===== config.mk =====
export PLATFORM = sky130hd
export DESIGN_NAME = bm_result_bcd
export DESIGN_NICKNAME = d
export VERILOG_FILES = /design/src/rtl/bm_pkg.sv /design/src/rtl/bm_bcd_digit_adj.sv /design/src/rtl/bm_result_bcd.sv
export SDC_FILE = /design/constraint.sdc
export NUM_CORES = 1
export LEC_CHECK = 0
export CAP_MARGIN = 20
export CELL_PAD_IN_SITES_DETAIL_PLACEMENT = 0
export CELL_PAD_IN_SITES_GLOBAL_PLACEMENT = 1
export CORE_MARGIN = 2
export CORE_UTILIZATION = 35
export DETAILED_ROUTE_END_ITERATION = 10
export GPL_ROUTABILITY_DRIVEN = 1
export GPL_TIMING_DRIVEN = 0
export PLACE_DENSITY = 0.82
export SYNTH_ARGS = -nofsm -noshare
export SYNTH_HDL_FRONTEND = slang
export SYNTH_SLANG_ARGS = --single-unit

===== constraint.sdc =====
create_clock -name clk -period 2.9 [get_ports clk]
set_clock_uncertainty 0.15 [all_clocks]
set_input_delay 0.87 -clock clk [delete_from_list [all_inputs] [get_ports clk]]
set_output_delay 0.87 -clock clk [all_outputs]
set_load 0.005 [all_outputs]

===== src/rtl/bm_pkg.sv =====
// bm_pkg
// Shared definitions for the Booth multiplier result path.
//   PROD_W : product width, also the number of double-dabble iterations
//   N_DIG  : BCD digits produced (enough for 2^PROD_W - 1)
//   BCD_W  : packed BCD width, 4 bits per digit
//   CNT_W  : iteration-counter width
//   bm_state_t : converter FSM states (IDLE / CONV / DONE)
package bm_pkg;

  localparam int PROD_W = 16;
  localparam int N_DIG  = 5;
  localparam int BCD_W  = 4 * N_DIG;
  localparam int CNT_W  = $clog2(PROD_W);

  typedef enum logic [1:0] {
    IDLE = 2'd0,
    CONV = 2'd1,
    DONE = 2'd2
  } bm_state_t;

endpackage


===== src/rtl/bm_bcd_digit_adj.sv =====
// bm_bcd_digit_adj
// One double-dabble digit correction: a BCD digit of 5 or more gets +3 so
// that the following left shift carries correctly into the next digit.
//   digit    in  4  working BCD digit before the shift
//   adjusted out 4  digit after the conditional +3 (4-bit wrap, no carry out)
module bm_bcd_digit_adj (
  input  logic [3:0] digit,
  output logic [3:0] adjusted
);

  // A digit >= 5 would become >= 10 after doubling; +3 turns that into a
  // clean carry into the next nibble.
  always_comb begin
    adjusted = digit;
    if (digit >= 4'd5) begin
      adjusted = digit + 4'd3;
    end
  end

endmodule


===== src/rtl/bm_result_bcd.sv =====
// bm_result_bcd
// Captures the Booth multiplier product on start and converts it to a sign
// flag plus packed BCD digits by iterative shift-and-add-3, taking exactly
// PROD_W clock cycles per conversion.
//   clk     in  1        system clock, rising edge
//   reset   in  1        synchronous, active-high; clears all state/outputs
//   start   in  1        request to convert product (ignored while busy)
//   product in  PROD_W   multiplier result, sampled on the accepting edge
//   busy    out 1        conversion in progress
//   valid   out 1        bcd/sign hold a completed result
//   sign    out 1        result is negative (signed build only, else 0)
//   bcd     out BCD_W    packed digits, most significant digit on top
// Build option: define BM_BCD_SIGNED_EN to treat product as two's
// complement; otherwise product is unsigned and sign is always 0.
module bm_result_bcd
  import bm_pkg::*;
(
  input  logic              clk,
  input  logic              reset,
  input  logic              start,
  input  logic [PROD_W-1:0] product,
  output logic              busy,
  output logic              valid,
  output logic              sign,
  output logic [BCD_W-1:0]  bcd
);

  bm_state_t state;
  bm_state_t next_state;

  logic [CNT_W-1:0]        iter_cnt;
  logic [PROD_W-1:0]       bin_work;
  logic [BCD_W-1:0]        bcd_work;
  logic [BCD_W-1:0]        bcd_adj;
  logic [BCD_W+PROD_W-1:0] shifted;
  logic                    sign_work;
  logic                    product_sign;
  logic [PROD_W-1:0]       magnitude;
  logic                    accept;
  logic                    last_iter;

`ifdef BM_BCD_SIGNED_EN
  // Two's complement input: the most negative value negates to itself,
  // which read as unsigned is exactly its magnitude.
  always_comb begin
    product_sign = product[PROD_W-1];
    magnitude    = product;
    if (product_sign) begin
      magnitude = ~product + 1'b1;
    end
  end
`else
  // Unsigned input: convert the raw bits, never negative.
  always_comb begin
    product_sign = 1'b0;
    magnitude    = product;
  end
`endif

  // One add-3 corrector per working digit.
  for (genvar i = 0; i < N_DIG; i++) begin : g_adj
    bm_bcd_digit_adj u_adj (
      .digit    (bcd_work[4*i +: 4]),
      .adjusted (bcd_adj[4*i +: 4])
    );
  end

  // Corrected digits and remaining binary bits shift left as one register.
  always_comb begin
    shifted = {bcd_adj, bin_work} << 1;
  end

  // A new request is taken only when no conversion is running.
  always_comb begin
    accept    = start && ((state == IDLE) || (state == DONE));
    last_iter = (state == CONV) && (iter_cnt == CNT_W'(PROD_W - 1));
  end

  // State register.
  always_ff @(posedge clk) begin
    if (reset) begin
      state <= IDLE;
    end else begin
      state <= next_state;
    end
  end

  // Next-state logic and the status outputs decoded from the state.
  always_comb begin
    next_state = state;
    busy       = 1'b0;
    valid      = 1'b0;
    case (state)
      IDLE: begin
        if (accept) begin
          next_state = CONV;
        end
      end
      CONV: begin
        busy = 1'b1;
        if (last_iter) begin
          next_state = DONE;
        end
      end
      DONE: begin
        valid = 1'b1;
        if (accept) begin
          next_state = CONV;
        end
      end
      default: begin
        next_state = IDLE;
      end
    endcase
  end

  // Working registers: loaded on accept, shifted once per CONV cycle.
  // start during CONV is deliberately dropped, not queued.
  always_ff @(posedge clk) begin
    if (reset) begin
      bin_work  <= '0;
      bcd_work  <= '0;
      iter_cnt  <= '0;
      sign_work <= 1'b0;
    end else if (accept) begin
      bin_work  <= magnitude;
      bcd_work  <= '0;
      iter_cnt  <= '0;
      sign_work <= product_sign;
    end else if (state == CONV) begin
      {bcd_work, bin_work} <= shifted;
      iter_cnt             <= iter_cnt + 1'b1;
    end
  end

  // Result registers keep the previous answer until the final iteration,
  // so the display never shows a partial conversion.
  always_ff @(posedge clk) begin
    if (reset) begin
      bcd  <= '0;
      sign <= 1'b0;
    end else if (last_iter) begin
      bcd  <= shifted[BCD_W+PROD_W-1 -: BCD_W];
      sign <= sign_work;
    end
  end

endmodule


Word-level counts from Yosys, hierarchy flattened
Index checks and enable logic that the tools add are counted. Widths: inputs -> output; s select.

Add/subtract/negate cells: 6. Multipliers: 0. Divide/modulo/power cells: 0. Order comparisons: 5. Equality and inequality tests: 5. Shift-type cells: 0. Muxes and demuxes: 12. Bitwise gates (word level): 0. Reduce and logical (&&, ||, !) cells: 8.

Operators by type and width (count): $mux 16 (2); $ge 4x3->1 const B (5); $add 4x2->4 const B (4); $mux 4 (4); $add 4x1->4 const B (1); $eq 4x4->1 const B (1); $mux 2 (2); $pmux 2 s2 (1); $reduce_or 2->1 (2); $add 3x2->3 const B (1); $mux 3 (1); $eq 2x1->1 const B (1); $eq 2x2->1 const B (1); $logic_and 1x1->1 (2); $logic_not 2->1 (1); $mux 1 (2); $ne 2x1->1 const B (1); $ne 2x2->1 const B (1); $reduce_and 2->1 (1); $reduce_bool 2->1 (1); $logic_or 1x1->1 (1).

Register bits after elaboration: 62. Latch bits: 0. Memory bits (writable): 0. ROM bits: 0. Bits of input ports: 19. Output and inout bits: 23. Logic and storage cells: 41. Memories kept: 0.

Depth between registers and ports, before layout
Word-level depth: 5. Gate-level depth with buffers: 6. Depth with buffers taken out: 6.

Modules after synthesis
A second synthesis with hierarchy kept.

Cells, all modules: 389. Area, all modules: 2976.6 µm².

Modules (own cells, without submodules): bm_result_bcd (times used 1, cells an instance 309, area each 2469.9 µm², seq. area each 1241.2 µm²); bm_bcd_digit_adj (times used 5, cells an instance 16, area each 101.3 µm², seq. area each 0.0 µm²).

Worst setup path before layout
Ideal clock, no wire load.

Kind: flip-flop to output port. Start point: register state[1]. End point: output busy. Arrival time: 865 ps. Required time: 1880 ps. Setup slack: 1015 ps. Stages on the path, launching flop included: 5. Buffers on the path: 2. Path through: dfxtp_1 nand2b_1 buf_6 inv_2 buf_2.

Cells in the longest elaborated chain, start to end: 2.

Ends and longest elaborated chain: start, declared (line bm_result_bcd.sv:28) `bm_state_t state;`; start signal, assigned (line bm_result_bcd.sv:84) `state <= next_state;`; $eq 2x1->1 (line bm_result_bcd.sv:93) `case (state)`; $mux 1 (line bm_result_bcd.sv:93); end, declared (line bm_result_bcd.sv:22) `output logic busy,`.

No other way between the ends.

Final worst setup path
Same ends and word-level chain as after synthesis.

==> impl_results.md <==
- Diode count: 0
- DP HPWL: 4.67 mm
- Post-layout min period: approximately 2700 ps
- Filler cells: a little under 800
- Tcrit/Tclk final: 0.938
- CTS Buffer Depth: 2
- Met3 wire length: just under 300 um
- Power per cell area: 485 mW/mm2
- WL met1: between 3 and 4 mm
- Starting Density: 0.364
- Die X: between 90 and 100 um
- Register area share after synthesis: 0.437
- Syn_area_per_cell: about 8.7 um2
- Synth unique cells: 30
- Leading cell type in the layout, fill and taps excluded: dfxtp_1
- Max-cap violations: 0
- First-pass GRT wire length: 11.2 mm
- Vias per cell: ~5.1
- Worst min path class: reg -> reg
- Input/output buffers: 40
- DR pass1 iterations: 4
- Max rail drop VDD: 215 uV
- Via count: 2450
- Syn Nets: ~360
- Violation count after the first detailed-routing iteration: 125
- DR top layer: met4
- Final hold vios: 0
- Leak: about 1.2 nW
- Status: complete, no violations
- Area growth, synth to finish: 24.2%
- GRT Overall Usage: 0.164
- Remaining Overflow, GRT: 0
- DR WL/cell: ~14 um
- DRC: 0
- Startpoint types: flip-flop
- Least-Margin Pin Slew: approximately 560 ps
- CTS Hold Bufs: 0
- Ranking of synthesized cells by area: dfxtp_1 44%, nand2_1 5.2%, a311oi_1 4.9%
- Design Area, Final: 0.00352 mm2
- IO Pins: between 40 and 50
- Area share of the largest cell type after synthesis: 0.437
- Worst Path Required: between 1500 and 2000 ps
- Final net count: between 400 and 500
- Total routed wirelength: 6.70 mm
- Critical path class: reg -> out
- Die Y: 94.1 um
- Yosys warns: 0
- Placed Area: approximately 0.0034 mm2
- DRT antenna net count: 0
- Hold slack final: approximately 320 ps
- Row cnt: 32
- Worst skew pair latency: 340 ps
- CTS Buf Count: 9
- CP Cell Sequence: nand2b_1, buf_6, clkinv_2, clkdlybuf4s50_1
- Slowest stage delay, CP: approximately 560 ps
- Post-CTS setup buffers: 0
- CP Capture Type: primary output
- Initial antenna violation count: 0
- Wire length on met2: around 3 mm
- Largest net degree at the start of global routing: 20
- Critical Path AT: 1700 ps
- Mapped Area: ~0.0028 mm2
- Layout cells sized above 1: 0.113
- Core area: approximately 0.0078 mm2
- CTS tree: done
- Setup-failing EPs final: 0
- Worst rel slew slack: 0.630
- DIE AREA: 0.00885 mm2
- Critical-path cell with the highest stage delay: clkdlybuf4s50_1
- Root buf cell: clkbuf_8
- Largest area contributor in the netlist: dfxtp_1
- Gp weighted congestion: just under 0.8
- Max-slew violations: 0
- Clk slew on worst S/H paths: roughly 60 ps
- Max Clk Rate: about 370 MHz
- FF-to-FF setup slack: roughly 1100 ps
- Post-Syn Instances: between 300 and 400
- Commonest non-fill, non-tap cells in the layout: 62 x dfxtp_1, 40 x clkdlybuf4s50_1, 39 x nand2_1, 34 x nor2_1, 26 x a21oi_1
- # clock sinks: 62
- Vias in the first global route: between 2000 and 2500
- Crit-path max FO: 19
- Htree depth: 3
- Setup TNS: 0 ps
- Flops & latches, synth: slightly above 60
- Top delay family on crit path: buffers and inverters
- RSZ-0062 raised after global routing: false
- CP Buf/Inv Count: 3
## cell families (layout without fill, tap and decap cells)
family                   Yosys count  in the layout  synth area share
AND/OR/NAND/NOR                  121            121             0.199
other                              1              1           0.00132
flip-flops                        62             62             0.437
XOR/XNOR                           8              8            0.0247
AO/OA/AOI/OAI                     83             83             0.201
multiplexers                       7              7            0.0269
adder cells (fa/ha/maj)           11             11            0.0485
buffers and inverters             34             86            0.0617
## sequential cells by signal, indices dropped and copies added (netlist names)
| name | cells |
|---|---|
| bcd | 20 |
| bcd_work | 20 |
| bin_work | 16 |
| iter_cnt | 4 |
| state | 2 |
## cell type report
| cell class | count | area [um2] | area share |
|---|---|---|---|
| Buffer | 21 | 125 | 0.0355 |
| Multi-Input combinational cell | 231 | 1420 | 0.404 |
| Clock buffer | 11 | 151 | 0.0430 |
| Sequential cell | 62 | 1240 | 0.352 |
| Clock inverter | 2 | 10.0 | 0.00284 |
| Timing Repair Buffer | 40 | 400 | 0.114 |
| Tap cell | 102 | 128 | 0.0362 |
| Inverter | 12 | 46.3 | 0.0131 |
## repair_timing
action	4_1_cts	5_1_grt
resized for setup	0	1
setup endpoints to repair	1	1
cloned	0	0
pin swaps	0	0
## power breakdown
group	total, W	switching, W	internal (W)
Combinational	0.000171	0.0000980	0.0000735
Clock	0.000644	0.000305	0.000339
Sequential	0.000894	0.0000160	0.000878
## worst paths after layout
| kind | to | start | depth (start not counted) |
|---|---|---|---|
| worst max-delay path | busy | state[1] | 4 |
| worst min register to register | bin_work[2] | bin_work[1] | 2 |
| worst min-delay path | bin_work[2] | bin_work[1] | 2 |
| worst max register to register | bcd[14] | bcd_work[12] | 6 |
## metrics by stage
step / total power (W) / setup WS, ps / util / instances
floorplan: 0.00102 / 1010 / - / 327
global placement: 0.00108 / 242 / 0.431 / 469
detailed placement: 0.00109 / 210 / 0.431 / 469
CTS: 0.00173 / 83.9 / 0.451 / 481
global route: 0.00180 / 49.9 / 0.451 / 481
finish: 0.00171 / 179 / 0.451 / 481
## routing by layer
metal	track usage	vias to the layer above
li1	-	1230
met1	0.222	1166
met2	0.251	46
met3	0.0385	8
met4	0.0700	0
met5	0	-
## synthesized netlist by cell type, drive strengths merged
cell type and count:
a211oi 8, a21oi 26, a311oi 16, and2b 1, buf 18, clkbuf 4, conb 1, dfxtp 62
ha 11, inv 12, mux2 5, mux2i 2, nand2 39, nand2b 18, nand3 16, nand4 1
nor2 35, nor2b 1, nor3 1, nor3b 8, o21ai 23, o22ai 10, or3 1, xnor2 6
xor2 2
## worst min-delay path, cell delays in order, from the launching register on
cell,delay [ps]
dfxtp_1,310
nand2_1,50
a311oi_1,70
Note: power is estimated with default switching activity, not from simulation.
